==> src/rtl/bresenham_line_engine_if.sv <==
// bresenham_line_engine_if: line request and pixel stream bundle (pix_count present with BRESENHAM_PIXEL_COUNT_EN)
interface bresenham_line_engine_if #(parameter int W = 10);
  logic draw;
  logic [W-1:0] x1;
  logic [W-1:0] y1;
  logic [W-1:0] x2;
  logic [W-1:0] y2;
  logic [W-1:0] x_out;
  logic [W-1:0] y_out;
  logic plot;
  logic busy;
  logic done;
`ifdef BRESENHAM_PIXEL_COUNT_EN
  logic [W:0] pix_count;
  modport master (output draw, x1, y1, x2, y2, input x_out, y_out, plot, busy, done, pix_count);
  modport slave (input draw, x1, y1, x2, y2, output x_out, y_out, plot, busy, done, pix_count);
`else
  modport master (output draw, x1, y1, x2, y2, input x_out, y_out, plot, busy, done);
  modport slave (input draw, x1, y1, x2, y2, output x_out, y_out, plot, busy, done);
`endif
endinterface

==> src/rtl/bresenham_line_engine.sv <==
// bresenham_line_engine: one-pixel-per-clock Bresenham rasteriser, all octants (optional pix_count via BRESENHAM_PIXEL_COUNT_EN)
module bresenham_line_engine #(parameter int W = 10) (
  input logic clk,
  input logic reset,
  bresenham_line_engine_if.slave bus
);
  localparam logic [1:0] IDLE = 2'd0;
  localparam logic [1:0] RUN = 2'd1;
  localparam logic [1:0] DONE = 2'd2;
  logic [1:0] state;
  logic [W-1:0] x_q, y_q, xe, ye, dx, dy, ldx, ldy;
  logic plot_q, busy_q, done_q, sxn, syn, stx, sty, at_end;
  logic signed [W+1:0] err, err_nx, dxw, dyw;
  logic signed [W+2:0] e2, dxe, dye;
  // step decisions from the current error term; diagonal steps combine both updates
  always_comb begin
    ldx = bus.x2 >= bus.x1 ? bus.x2 - bus.x1 : bus.x1 - bus.x2;
    ldy = bus.y2 >= bus.y1 ? bus.y2 - bus.y1 : bus.y1 - bus.y2;
    dxw = $signed({2'b00, dx});
    dyw = $signed({2'b00, dy});
    dxe = $signed({3'b000, dx});
    dye = $signed({3'b000, dy});
    e2 = {err, 1'b0};
    stx = e2 > -dye;
    sty = e2 < dxe;
    err_nx = err - (stx ? dyw : '0) + (sty ? dxw : '0);
    at_end = x_q == xe && y_q == ye;
  end
  // line FSM: load endpoints in IDLE, walk in RUN, wait for draw release in DONE
  always_ff @(posedge clk) begin
    if (reset) begin
      state <= IDLE;
      x_q <= '0;
      y_q <= '0;
      plot_q <= 1'b0;
      busy_q <= 1'b0;
      done_q <= 1'b0;
      err <= '0;
    end else if (state == IDLE) begin
      if (bus.draw) begin
        xe <= bus.x2;
        ye <= bus.y2;
        dx <= ldx;
        dy <= ldy;
        sxn <= bus.x2 < bus.x1;
        syn <= bus.y2 < bus.y1;
        err <= $signed({2'b00, ldx}) - $signed({2'b00, ldy});
        x_q <= bus.x1;
        y_q <= bus.y1;
        plot_q <= 1'b1;
        busy_q <= 1'b1;
        state <= RUN;
      end
    end else if (state == RUN) begin
      if (at_end) begin
        plot_q <= 1'b0;
        busy_q <= 1'b0;
        done_q <= 1'b1;
        state <= DONE;
      end else begin
        err <= err_nx;
        x_q <= stx ? (sxn ? x_q - 1'b1 : x_q + 1'b1) : x_q;
        y_q <= sty ? (syn ? y_q - 1'b1 : y_q + 1'b1) : y_q;
      end
    end else begin
      done_q <= 1'b0;
      state <= bus.draw ? DONE : IDLE;
    end
  end
  assign bus.x_out = x_q;
  assign bus.y_out = y_q;
  assign bus.plot = plot_q;
  assign bus.busy = busy_q;
  assign bus.done = done_q;
`ifdef BRESENHAM_PIXEL_COUNT_EN
  logic [W:0] cnt;
  // pixel counter: cleared at load, counts every plotted cycle
  always_ff @(posedge clk) begin
    if (reset || (state == IDLE && bus.draw)) cnt <= '0;
    else if (plot_q) cnt <= cnt + 1'b1;
  end
  assign bus.pix_count = cnt;
`endif
endmodule

==> src/flat_wrapper.sv <==
// flat-port wrapper written by rule: the top's interface ports become plain ports
module bresenham_line_engine_flat 
#(parameter int W = 10)
  (clk, reset, bus_draw, bus_x1, bus_y1, bus_x2, bus_y2, bus_x_out, bus_y_out, bus_plot, bus_busy, bus_done);
  bresenham_line_engine_if #(.W(W)) bus_i ();
  input logic clk;
  input logic reset;
  input wire logic [$bits(bus_i.draw)-1:0] bus_draw;
  input wire logic [$bits(bus_i.x1)-1:0] bus_x1;
  input wire logic [$bits(bus_i.y1)-1:0] bus_y1;
  input wire logic [$bits(bus_i.x2)-1:0] bus_x2;
  input wire logic [$bits(bus_i.y2)-1:0] bus_y2;
  output wire logic [$bits(bus_i.x_out)-1:0] bus_x_out;
  output wire logic [$bits(bus_i.y_out)-1:0] bus_y_out;
  output wire logic [$bits(bus_i.plot)-1:0] bus_plot;
  output wire logic [$bits(bus_i.busy)-1:0] bus_busy;
  output wire logic [$bits(bus_i.done)-1:0] bus_done;
  assign bus_i.draw = bus_draw;
  assign bus_i.x1 = bus_x1;
  assign bus_i.y1 = bus_y1;
  assign bus_i.x2 = bus_x2;
  assign bus_i.y2 = bus_y2;
  assign bus_x_out = bus_i.x_out;
  assign bus_y_out = bus_i.y_out;
  assign bus_plot = bus_i.plot;
  assign bus_busy = bus_i.busy;
  assign bus_done = bus_i.done;
  bresenham_line_engine #(.W(W)) u_core (.clk(clk), .reset(reset), .bus(bus_i));
endmodule
==> config.mk <==
export PLATFORM = sky130hd
export DESIGN_NAME = bresenham_line_engine_flat
export DESIGN_NICKNAME = d
export VERILOG_FILES = /design/src/rtl/bresenham_line_engine_if.sv /design/src/rtl/bresenham_line_engine.sv /design/src/flat_wrapper.sv
export SDC_FILE = /design/constraint.sdc
export NUM_CORES = 1
export LEC_CHECK = 0
export ABC_AREA = 0
export BUFFER_PORTS_ARGS = -buffer_cell sky130_fd_sc_hd__clkbuf_2
export CORE_ASPECT_RATIO = 0.9
export CORE_MARGIN = 2
export CORE_UTILIZATION = 50
export DETAILED_ROUTE_END_ITERATION = 7
export MAX_ROUTING_LAYER = met4
export PLACE_DENSITY = 0.69
export SKIP_LAST_GASP = 1
export SLEW_MARGIN = 25
export SYNTH_ARGS = -nofsm -noshare
export SYNTH_HDL_FRONTEND = slang
export SYNTH_SLANG_ARGS = --single-unit
==> constraint.sdc <==
create_clock -name clk -period 6.1 [get_ports clk]
set_clock_uncertainty 0.1 [all_clocks]
set_input_delay 1.83 -clock clk [delete_from_list [all_inputs] [get_ports clk]]
set_output_delay 1.83 -clock clk [all_outputs]
set_load 0.01 [all_outputs]
==> impl_summary.log <==
INFO  metric hold_viol = 0
INFO  metric detail-route-antenna-nets = 0
INFO  metric gp_congestion = 0.9764
INFO  metric finalPower = 0.003111 W
INFO  metric crit_family = compound AO/OA/AOI/OAI gates
INFO  metric hpwlAfterDp = between 15,000 and 20,000 um
INFO  metric grt_usage = 25.77%
INFO  metric outcome = finished clean
INFO  metric synthDominantAreaCellType = sky130_fd_sc_hd__edfxtp_1
INFO  metric design_area = 8409 um^2
INFO  metric core_area = 14,820 um^2
INFO  metric layout_min_cycle_time = between 5 and 6 ns
INFO  metric detail_route.wirelength = 19,800 um
INFO  metric detail_route.iter0.violations = 476
INFO  metric clk_pin_slew = 0.06 ns
INFO  metric grt_pass1_vias = 5,927
INFO  metric cts.path.max_buffers = 2
INFO  metric synth-edff-count = 42
INFO  metric first_pass_iters = 5
INFO  metric end_kind = flip-flop
INFO  metric cts_resized = 0
INFO  metric cts_setup_buffers = 0
INFO  metric timing.critical_path.from_type = input pin
INFO  metric initial_utilization = between 50% and 60%
INFO  metric grt.overflow.total = 0
INFO  metric antennaDiodeCount = 0
INFO  metric htree_num_levels = 3
INFO  metric layout.core_utilization = 56.75%
INFO  metric dieArea = 16,300 um^2
INFO  metric cts_inserted_buffers = 9
INFO  metric synth_nets = 1,035
INFO  metric timing.critical_path.slowest_cell_delay = 0.41 ns
INFO  metric synth_ff_type = sky130_fd_sc_hd__edfxtp_1
INFO  metric synthTopCellsByArea = sky130_fd_sc_hd__edfxtp_1, sky130_fd_sc_hd__ha_1, sky130_fd_sc_hd__dfxtp_1, sky130_fd_sc_hd__inv_1, sky130_fd_sc_hd__xnor2_1
INFO  metric n_fill_cell = 1,425
INFO  metric maxSlewViolCount = 0
INFO  metric sequential_standard_cell_area = 1982 um^2
INFO  metric grt_start_max_net_pins = 33
INFO  metric vias = approximately 6,400
INFO  metric synth_seq_cells = 78
INFO  metric synth.avg_cell_area = 8.730 um^2
INFO  metric path_buf_inv = 4
INFO  metric cap_violations = 0
INFO  metric detail_route.wl_per_cell = 17.52 um
INFO  metric clock_latency_late_sink = 0.35 ns
INFO  metric chipWidth = 134.4 um
INFO  metric min_path_type = flip-flop to flip-flop
INFO  metric cp.arrival = roughly 5.7 ns
INFO  metric core.rowCount = 42
INFO  metric tritoncts = yes
INFO  metric clkSinkCount = 78
INFO  metric worst-path-max-fanout = 6
INFO  metric io_pins = 66
INFO  metric netlist.area_leader.share = 16.49%
INFO  metric drcViolationCount = 0
INFO  metric powerDensity = approximately 370 nW/um^2
INFO  metric synth_seq_area_share = 25.92%
INFO  metric grt_first_pass_wirelength = around 32,000 um
INFO  metric final_layout_size_suffix_gt1_share = between 10% and 20%
INFO  metric critical_path.cell_chain = clkbuf_2 > inv_1 > ha_1 > inv_1 > fa_1 > a211oi_1 > o21bai_1 > o22ai_1 > o21a_1 > o31a_1 > buf_4 > mux2i_1 > xor2_1 > ha_1 > a2111oi_0 > o21ai_0 > nand2_1 > o21ai_0 > a31oi_1
INFO  metric setup_total_negative_slack = 0 ns
INFO  metric antenna_found_initial = 0
INFO  metric setup_repair_after_global_routing_missed_its_margin = false
INFO  metric vias_per_cell = 5.689
INFO  metric most-common-layout-cells = sky130_fd_sc_hd__inv_1, sky130_fd_sc_hd__ha_1, sky130_fd_sc_hd__nand2_1, sky130_fd_sc_hd__clkbuf_2, sky130_fd_sc_hd__a21oi_1
INFO  metric clock-root-buffer = sky130_fd_sc_hd__clkbuf_16
INFO  metric number_of_warnings_printed_during_yosys_synthesis = 0
INFO  metric post-place-ws = 0.3262 ns
INFO  metric die_height = between 100 and 150 um
INFO  metric slew_headroom = 34.59%
INFO  metric timing.final.crit_share = approximately nine tenths
INFO  metric multiInputGateArea = 5109 um^2
INFO  metric port-buffer-count = 65
INFO  metric mostFrequentLayoutCell = sky130_fd_sc_hd__inv_1
INFO  metric leakagePower = between 3 and 4 nW
INFO  metric worst_path_max_delay_cell = sky130_fd_sc_hd__fa_1
INFO  metric number_of_library_cell_types_mapped_by_synthesis = 75
INFO  metric flow.area_growth_from_synthesis = 9.964%
INFO  metric holdBufCountCts = 0
INFO  metric setup_viol_count_final = 0
INFO  metric async_reset_ff_share = 0%
INFO  metric critical_path_required = roughly 6.3 ns
INFO  metric post_dp_cell_area = 8118 um^2
INFO  metric postSynthCellCount = 876
INFO  metric fin_nets = roughly 1,100
INFO  metric setup_ws_final = 0.6024 ns
INFO  metric criticalPathCategory = input pin to flip-flop
INFO  metric timing.fmax = 181.9 MHz
INFO  metric worstMarginPinSlew = 0.9812 ns
INFO  metric synth_area = roughly 7600 um^2
INFO  metric vdd_ir_drop_max = 269.9 uV
[kinds of logic (layout without fill, tap and decap cells)]
group / after synthesis / count (layout) / synth area share [%]
XOR/XNOR: 78 / 78 / 8.933
multiplexers: 24 / 24 / 3.714
buffers and inverters: 138 / 194 / 7.330
AO/OA/AOI/OAI: 222 / 222 / 19.68
flip-flops: 78 / 78 / 25.92
AND/OR/NAND/NOR: 220 / 220 / 13.78
adder cells (fa/ha/maj): 116 / 116 / 20.65
[power by group]
part	switching, W	total, W	internal, W
Sequential	0.0000836	0.000717	0.000633
Clock	0.000235	0.000552	0.000317
Combinational	0.00105	0.00184	0.000789
[cell usage after synthesis (15+ instances only)]
master and number:
sky130_fd_sc_hd__inv_1 103, sky130_fd_sc_hd__ha_1 99, sky130_fd_sc_hd__nand2_1 65, sky130_fd_sc_hd__a21oi_1 63, sky130_fd_sc_hd__nor2_1 63, sky130_fd_sc_hd__xnor2_1 44
sky130_fd_sc_hd__edfxtp_1 42, sky130_fd_sc_hd__dfxtp_1 36, sky130_fd_sc_hd__xor2_1 34, sky130_fd_sc_hd__o21ai_0 33, sky130_fd_sc_hd__a21o_1 23, sky130_fd_sc_hd__clkbuf_1 19
sky130_fd_sc_hd__fa_1 17, sky130_fd_sc_hd__a211oi_1 15
[metal layers]
metal / wire, um / track usage [%]
met5: 0 / -
met2: 8378 / 37.60
met4: 305 / 4.934
met1: 9677 / 36.91
met3: 1436 / 5.806
[layout make-up]
class	count	area share, %
Multi-Input combinational cell	660	60.75
Clock inverter	6	0.7439
Inverter	105	4.687
Clock buffer	10	2.723
Tap cell	198	2.946
Timing Repair Buffer	73	4.583
Sequential cell	78	23.57
[registers in the layout, summed over array words and instances (netlist names)]
signal	cells
u_core.bus.x_out	10
u_core.dx	10
u_core.bus.done	1
u_core.bus.plot	1
u_core.dy	10
u_core.sxn	1
u_core.state	2
u_core.syn	1
u_core.bus.y_out	10
u_core.xe	10
u_core.err	12
u_core.ye	10
[final timing paths]
kind / start / endpoint / slack [ns] / cells past startpoint
worst min register to register: u_core.bus.done / u_core.bus.done / 0.37 / 2
worst max-delay path: bus_x2[0] / u_core.err[10] / 0.60 / 19
worst min-delay path: u_core.bus.done / u_core.bus.done / 0.37 / 2
worst max register to register: u_core.dy[2] / u_core.err[8] / 0.66 / 21
[worst register-to-register path, cell delays in order (launching register included)]
cell                       delay [ns]
sky130_fd_sc_hd__edfxtp_1        0.49
sky130_fd_sc_hd__nor4_1          0.35
sky130_fd_sc_hd__nand2_1         0.22
sky130_fd_sc_hd__nor3_1          0.22
sky130_fd_sc_hd__xor2_1          0.17
sky130_fd_sc_hd__ha_1            0.28
sky130_fd_sc_hd__nand4_1         0.13
sky130_fd_sc_hd__nor2_1          0.06
sky130_fd_sc_hd__a221oi_1        0.32
sky130_fd_sc_hd__a21oi_1         0.14
sky130_fd_sc_hd__or2_2           0.38
sky130_fd_sc_hd__and2_1          0.21
sky130_fd_sc_hd__fa_1            0.50
sky130_fd_sc_hd__inv_1           0.07
sky130_fd_sc_hd__fa_1            0.49
sky130_fd_sc_hd__a211oi_1        0.30
sky130_fd_sc_hd__o21ai_0         0.16
sky130_fd_sc_hd__a21oi_1         0.20
sky130_fd_sc_hd__xor2_1          0.17
sky130_fd_sc_hd__nand2_1         0.12
sky130_fd_sc_hd__o211ai_1        0.13
sky130_fd_sc_hd__a21oi_1         0.08
[through the flow]
stage               instances  hold WS, ns
finish                   1130       0.3738
global route             1130       0.3903
CTS                      1130       0.3689
detailed placement       1114       0.3606
global placement         1114       0.3570
floorplan                 876       0.3691
No activity file was read; power rests on OpenSTA's default activity.
